`config.mk`:
```
export PLATFORM = sky130hd
export DESIGN_NAME = axil_csr_master
export DESIGN_NICKNAME = d
export VERILOG_FILES = /design/src/rtl/axil_csr_master.sv
export SDC_FILE = /design/constraint.sdc
export NUM_CORES = 1
export LEC_CHECK = 0
export BUFFER_PORTS_ARGS = -buffer_cell sky130_fd_sc_hd__buf_2
export CAP_MARGIN = 10
export CORE_UTILIZATION = 44
export DETAILED_ROUTE_END_ITERATION = 16
export PLACE_DENSITY_LB_ADDON = 0.25
export RECOVER_POWER = 25
export SLEW_MARGIN = 5
export SYNTH_ARGS = -nofsm -noshare
export SYNTH_HDL_FRONTEND = slang
export SYNTH_SLANG_ARGS = --single-unit
```
`constraint.sdc`:
```
create_clock -name clk -period 3.54 [get_ports clk]
set_input_delay 0.708 -clock clk [delete_from_list [all_inputs] [get_ports clk]]
set_output_delay 0.708 -clock clk [all_outputs]
set_load 0.01 [all_outputs]
```
`src/rtl/axil_csr_master.sv`:
```
// AXI4-Lite master that turns single CSR commands into AW/W/B or AR/R transactions.
// Optional write read-back and compare is enabled with the AXIL_RDBACK_EN macro.
`ifndef CSR_ADDR_WIDTH
`define CSR_ADDR_WIDTH 12
`endif
`ifndef DATA_WIDTH
`define DATA_WIDTH 32
`endif

module axil_csr_master #(
  parameter int ADDR_WIDTH = `CSR_ADDR_WIDTH,
  parameter int DATA_WIDTH = `DATA_WIDTH
) (
  input  logic                    clk,
  input  logic                    rst,
  input  logic                    cmd_valid,
  output logic                    cmd_ready,
  input  logic                    cmd_write,
  input  logic [ADDR_WIDTH-1:0]   cmd_addr,
  input  logic [DATA_WIDTH-1:0]   cmd_wdata,
  output logic                    rsp_valid,
  input  logic                    rsp_ready,
  output logic [DATA_WIDTH-1:0]   rsp_rdata,
  output logic [1:0]              rsp_resp,
  output logic                    rsp_mismatch,
  output logic [ADDR_WIDTH-1:0]   m_axi_awaddr,
  output logic [2:0]              m_axi_awprot,
  output logic                    m_axi_awvalid,
  input  logic                    m_axi_awready,
  output logic [DATA_WIDTH-1:0]   m_axi_wdata,
  output logic [DATA_WIDTH/8-1:0] m_axi_wstrb,
  output logic                    m_axi_wvalid,
  input  logic                    m_axi_wready,
  input  logic [1:0]              m_axi_bresp,
  input  logic                    m_axi_bvalid,
  output logic                    m_axi_bready,
  output logic [ADDR_WIDTH-1:0]   m_axi_araddr,
  output logic [2:0]              m_axi_arprot,
  output logic                    m_axi_arvalid,
  input  logic                    m_axi_arready,
  input  logic [DATA_WIDTH-1:0]   m_axi_rdata,
  input  logic [1:0]              m_axi_rresp,
  input  logic                    m_axi_rvalid,
  output logic                    m_axi_rready
);

`ifdef AXIL_RDBACK_EN
  typedef enum logic [2:0] {IDLE, WR, WR_RESP, RD, RD_DATA, RB, RB_DATA, RSP} state_t;
  localparam logic [1:0] RESP_OKAY = 2'b00;
`else
  typedef enum logic [2:0] {IDLE, WR, WR_RESP, RD, RD_DATA, RSP} state_t;
`endif

  typedef struct packed {
    logic                  write;
    logic [ADDR_WIDTH-1:0] addr;
    logic [DATA_WIDTH-1:0] wdata;
  } cmd_t;

  state_t state, state_nxt;
  cmd_t   cmd_q;
  logic   aw_done, w_done;
  logic   aw_hs, w_hs;

  assign aw_hs = m_axi_awvalid && m_axi_awready;
  assign w_hs  = m_axi_wvalid  && m_axi_wready;

  assign m_axi_awaddr = cmd_q.addr;
  assign m_axi_araddr = cmd_q.addr;
  assign m_axi_wdata  = cmd_q.wdata;
  assign m_axi_wstrb  = '1;
  assign m_axi_awprot = 3'b000;
  assign m_axi_arprot = 3'b000;

  always_ff @(posedge clk or posedge rst) begin
    if (rst) state <= IDLE;
    else     state <= state_nxt;
  end

  always_comb begin
    state_nxt = state;
    case (state)
      IDLE:    if (cmd_valid && cmd_ready) state_nxt = cmd_write ? WR : RD;
      // AW and W finish independently; leave once both are done
      WR:      if ((aw_done || aw_hs) && (w_done || w_hs)) state_nxt = WR_RESP;
`ifdef AXIL_RDBACK_EN
      WR_RESP: if (m_axi_bvalid) state_nxt = RB;
      RB:      if (m_axi_arready) state_nxt = RB_DATA;
      RB_DATA: if (m_axi_rvalid) state_nxt = RSP;
`else
      WR_RESP: if (m_axi_bvalid) state_nxt = RSP;
`endif
      RD:      if (m_axi_arready) state_nxt = RD_DATA;
      RD_DATA: if (m_axi_rvalid) state_nxt = RSP;
      RSP:     if (rsp_ready) state_nxt = IDLE;
      default: state_nxt = IDLE;
    endcase
  end

  // Valids come from state and done flags only, never from a ready
  always_comb begin
    cmd_ready     = 1'b0;
    m_axi_awvalid = 1'b0;
    m_axi_wvalid  = 1'b0;
    m_axi_bready  = 1'b0;
    m_axi_arvalid = 1'b0;
    m_axi_rready  = 1'b0;
    rsp_valid     = 1'b0;
    case (state)
      IDLE:    cmd_ready = ~rst;
      WR: begin
        m_axi_awvalid = ~aw_done;
        m_axi_wvalid  = ~w_done;
      end
      WR_RESP: m_axi_bready  = 1'b1;
      RD:      m_axi_arvalid = 1'b1;
      RD_DATA: m_axi_rready  = 1'b1;
`ifdef AXIL_RDBACK_EN
      RB:      m_axi_arvalid = 1'b1;
      RB_DATA: m_axi_rready  = 1'b1;
`endif
      RSP:     rsp_valid = 1'b1;
      default: ;
    endcase
  end

`ifdef AXIL_RDBACK_EN
  logic [1:0] bresp_q;
  logic       mism_q;
  assign rsp_mismatch = mism_q;
`else
  logic unused_cmd_write;
  assign unused_cmd_write = cmd_q.write;
  assign rsp_mismatch     = 1'b0;
`endif

  always_ff @(posedge clk or posedge rst) begin
    if (rst) begin
      cmd_q     <= '0;
      aw_done   <= 1'b0;
      w_done    <= 1'b0;
      rsp_rdata <= '0;
      rsp_resp  <= 2'b00;
`ifdef AXIL_RDBACK_EN
      bresp_q   <= 2'b00;
      mism_q    <= 1'b0;
`endif
    end else begin
      case (state)
        IDLE: if (cmd_valid && cmd_ready) begin
          cmd_q   <= '{write: cmd_write, addr: cmd_addr, wdata: cmd_wdata};
          aw_done <= 1'b0;
          w_done  <= 1'b0;
        end
        WR: begin
          if (aw_hs) aw_done <= 1'b1;
          if (w_hs)  w_done  <= 1'b1;
        end
        WR_RESP: if (m_axi_bvalid) begin
`ifdef AXIL_RDBACK_EN
          bresp_q   <= m_axi_bresp;
`else
          rsp_resp  <= m_axi_bresp;
          rsp_rdata <= '0;
`endif
        end
        RD_DATA: if (m_axi_rvalid) begin
          rsp_rdata <= m_axi_rdata;
          rsp_resp  <= m_axi_rresp;
`ifdef AXIL_RDBACK_EN
          mism_q    <= 1'b0;
`endif
        end
`ifdef AXIL_RDBACK_EN
        // A failed write reports its own code ahead of the read-back code
        RB_DATA: if (m_axi_rvalid) begin
          rsp_rdata <= m_axi_rdata;
          rsp_resp  <= (bresp_q != RESP_OKAY) ? bresp_q : m_axi_rresp;
          mism_q    <= cmd_q.write && (m_axi_rdata != cmd_q.wdata);
        end
`endif
        default: ;
      endcase
    end
  end

endmodule

```
======== Word level (Yosys, flattened, before mapping) ========
Cells that the tools add are included.
operators by class
  equality and inequality tests ........... 13
  mux-type cells .......................... 26
  bitwise gates (word level) .............. 3
  reduce and logical (&&, ||, !) cells .... 14
operator list
  cell                                                                   number
  32-bit two-way mux                                                     2
  32-bit one-hot mux with 2 select lines                                 1
  3-bit two-way mux                                                      6
  3-bit one-hot mux with 6 select lines                                  1
  2-bit inequality test, second input constant                           8
  1-bit two-way mux                                                      10
  3-bit AND reduction                                                    3
  3-bit by 2-bit equality test with 1-bit output, second input constant  2
  3-bit equality test, second input constant                             2
  2-bit two-way mux                                                      3
  6-bit AND reduction                                                    1
  1-bit logical AND                                                      4
  1-bit one-hot mux with 2 select lines                                  2
  2-bit one-hot mux with 2 select lines                                  1
  2-bit nonzero test                                                     2
  3-bit by 1-bit equality test with 1-bit output, second input constant  1
  3-bit logical NOT                                                      1
  1-bit NOT                                                              3
  1-bit logical OR                                                       2
  2-bit AND reduction                                                    1
storage, ports and cells
  register bits ........................... 83
  input bits .............................. 90
  output and inout port bits .............. 108
  word-level logic and storage cells ...... 63

======== Longest topological paths before layout ========
  depth in word-level cells ............... 7
  depth in mapped cells ................... 6
  mapped depth without buffers ............ 3

======== Worst setup path after synthesis ========
OpenSTA, ideal clock, no wires.
  path type ............................... register -> output
  start ................................... reg state[1]
  end ..................................... out m_axi_awvalid
  arrival ................................. 1.125 ns
  data required time ...................... 2.832 ns
  setup slack ............................. 1.707 ns
  stages on the path, launching flop included .. 4
  buffers on the path ..................... 1
  cell sequence ........................... dfrtp_1 > buf_2 > or3b_1 > nor2_1
between the ends
  cells in the longest elaborated chain, start to end .. 2
RTL lines
  what                                            line  RTL
  start, declared                                 60    state_t state, state_nxt;
  start signal, assigned                          77    else state <= state_nxt;
  3-bit by 1-bit equality test with 1-bit output  109   case (state)
  1-bit two-way mux                               109
  end, declared                                   28    output logic m_axi_awvalid,
No other way between the ends.

==> impl_metrics.ini <==
[synth]
synth_warnings = 0
seq_area_frac_synth_pct = 59.9
yosys.cell_types.count = 28
syn_inst = 242
synth_top_cell_area_share_pct = 59.9
synth_area_per_cell_um2 = 14.3
synthTopCellsByCount = 83 x dfrtp_1, 45 x mux2_2, 34 x a22o_1, 24 x buf_4, 9 x nor2_1
async_flop_share_pct = 100
ys_ff_latch = 83
synth_top_cell_by_area = dfrtp_1
synth-edff-count = 0
syn-cell-area_um2 = 3460
synthTopCellsByArea = dfrtp_1 60%, mux2_2 15%, a22o_1 8.6%, buf_4 5.2%, buf_6 2.6%
synth_ff_type = dfrtp_1
yosysMostFrequentCell = dfrtp_1

[clocking]
cts_made_buffers = 9
cts_buffer_depth = 2
cts_hold_buf = 0
htree_levels = 3
cts_resized = 0
clk_latency_ps = 340
clk_pin_slew_worst_paths_ps = 70
cts_tree = built
numClockSinks = 83
cts_setup_buffers = 0
cts.root.buffer_cell = clkbuf_8

[global_routing]
antenna_found_initial = 0
grtUsageMet1_pct = 23.9
grt_use_met2_pct = 28.5
grt_busiest_layer = met2
grtUsageTotal_pct = 18.1
grtUsageMet3_pct = 6.48
grt_overflow = 0
grt_max_degree = 47
grt_pass1_wl_mm = 11.8
first_global_vias = 2342

[place]
gp_congestion = 0.727
dp_hpwl_mm = 5.37
io_buffers = 186
placement.cell_area_um2 = 4280

[status]
violations = max-capacitance violations
status = finished, violations left

[finish]
postLayoutCoreUtil_pct = 60.5
multi_input_area_um2 = 1110
syn2layout_area_growth_pct = 30.1
nFillCells = 650
register_area_um2 = 2080
fin_nets = 503
drive_above_1_share_pct = 60.3
antenna_cells = 0
final_area_um2 = 4510

[power_and_ir_drop]
pwr-share-seq_pct = 41.2
swShare_pct = 33.1
p_int_uw = 2750
vdd_ir_drop_max_uv = 427
clockPowerShare_pct = 19.1
total_leakage_power_uw = 0.00240
p_comb_share_pct = 39.7
power_density_nw_per_um2 = 911
p_sw_uw = 1360

[timing]
worst_pin_slew_ps = 1500
relSlewSlack_pct = 0.250
fin_crit_ps = 2460
rsz0062_at_grt = no
fin_skew_ps = 14.6
timing.fmax_mhz = 406
final-hold-violation-count = 0
finalCritPeriodShare_pct = 69.6
setup_tns_ps = 0
finalSetupViolCount = 0
drv_slew = 0

[detailed_routing]
wl_mm = 7.20
drt-initial-drc-count = 32
post-route-drc-count = 0
wl_per_cell_um = 13.9
ant_nets = 0
drt_pass1_iterations = 4
vias = 2467
avgViaCountPerCell = 4.77

[run]
cap_violations = 1

[critical_path]
arrival_ps = 2650
start_kind = input port
cp_cell_sequence = clkbuf_1 > clkinvlp_2 > clkbuf_1
critPathCaptureType = asynchronous set/reset pin
worstPathRequired_ps = 3720
cp_max_fo = 29
cp_common_cell = clkbuf_1
slowest_stage = clkbuf_1
slowest_delay_ps = 1150
startpoint = rst
rr_startpoint = state[0]$_DFFE_PP0P_
critPathKind = input port to asynchronous set/reset pin

[min_path]
min_path_type = flop to flop
hold_start = m_axi_wdata[27]$_DFFE_PP0P_

[floorplanning]
initial_core_util_pct = 46.5
ios = 198
coreArea_um2 = 7450
die_h_um = 90.7
fp-row-count = 31
fp.dieW_um = 90.7
die-area_um2 = 8230
[final timing paths]
path / end / slack [ps] / cells past startpoint
setup / recovery: rsp_rdata[8]$_DFFE_PP0P_ / 1080 / 3
hold / removal: m_axi_wdata[27]$_DFFE_PP0P_ / 500 / 1
setup reg to reg: rsp_rdata[30]$_DFFE_PP0P_ / 1480 / 3
hold reg to reg: m_axi_wdata[27]$_DFFE_PP0P_ / 500 / 1
max in group clk: m_axi_awvalid / 1200 / 3
min in group asynchronous: w_done$_DFFE_PP0P_ / 600 / 2
[cells in the final DEF (no fill, tap or decap)]
cell / netlist / final
or3b_1: 1 / 1
nor2b_1: 1 / 1
inv_1: 3 / 2
nand2_4: 1 / 1
nor2_1: 9 / 9
bufinv_16: 0 / 3
o21bai_1: 1 / 1
nor4_1: 1 / 1
mux2_4: 3 / 3
nand2b_1: 3 / 3
o22ai_1: 2 / 2
a21oi_1: 3 / 3
mux2_2: 45 / 45
nand3b_1: 2 / 2
buf_2: 4 / 185
a2bb2oi_1: 1 / 1
dfrtp_1: 83 / 83
a211o_1: 1 / 1
nor3b_1: 1 / 1
buf_4: 24 / 2
a22oi_1: 1 / 1
clkbuf_1: 2 / 5
a21o_1: 1 / 1
and2_1: 2 / 2
clkbuf_8: 0 / 9
a22o_1: 34 / 34
clkinvlp_2: 0 / 1
conb_1: 2 / 11
nor3b_2: 2 / 2
a221oi_1: 1 / 1
clkinv_4: 0 / 1
[layer usage]
metal,vias up,part of all wire [%]
li1,1169,-
met5,-,0
met2,112,48
met3,4,8.3
met1,1182,43
met4,0,0.35
[cell type report]
cell class / count / area share [%]
Sequential cell: 83 / 46.1
Multi-Input combinational cell: 127 / 24.7
Timing Repair Buffer: 189 / 21.0
Clock buffer: 12 / 3.00
Tap cell: 99 / 2.75
Clock inverter: 4 / 2.19
Inverter: 3 / 0.278
[power by group through the flow]
stage                     combinational [µW]  sequential (µW)  clock [µW]
after floorplan                          920             1880           0
final                                   1630             1690         785
after detailed placement                1660             1710           0
after global placement                  1630             1700           0
after CTS                               1660             1700         813
after global routing                    1770             1770         864
[critical path: cells and delay by family]
| kind | cells | cell delay [ps] |
|---|---|---|
| buffers and inverters | 3 | 1920 |
[cells by family after synthesis]
logic type / count (synthesis) / synth area share, %
buffers and inverters: 41 / 8.92
other: 2 / 0.217
AO/OA/AOI/OAI: 45 / 10.8
flip-flops: 83 / 59.9
multiplexers: 48 / 15.9
AND/OR/NAND/NOR: 23 / 4.19
[per-stage QoR]
stage / instances / setup slack [ps] / hold slack [ps] / power [µW]
final: 517 / 1080 / 501 / 4110
after detailed placement: 501 / 1310 / 487 / 3370
after global routing: 517 / 606 / 512 / 4400
after CTS: 517 / 1180 / 362 / 4170
after global placement: 501 / 1330 / 482 / 3320
after floorplan: 251 / 695 / 497 / 2800
[sequential cells by signal, summed over array words and instances (netlist names)]
register,count
rsp_rdata,32
state,3
aw_done,1
rsp_resp,2
m_axi_wdata,32
m_axi_araddr,12
w_done,1
(Power assumes the default switching activity.)
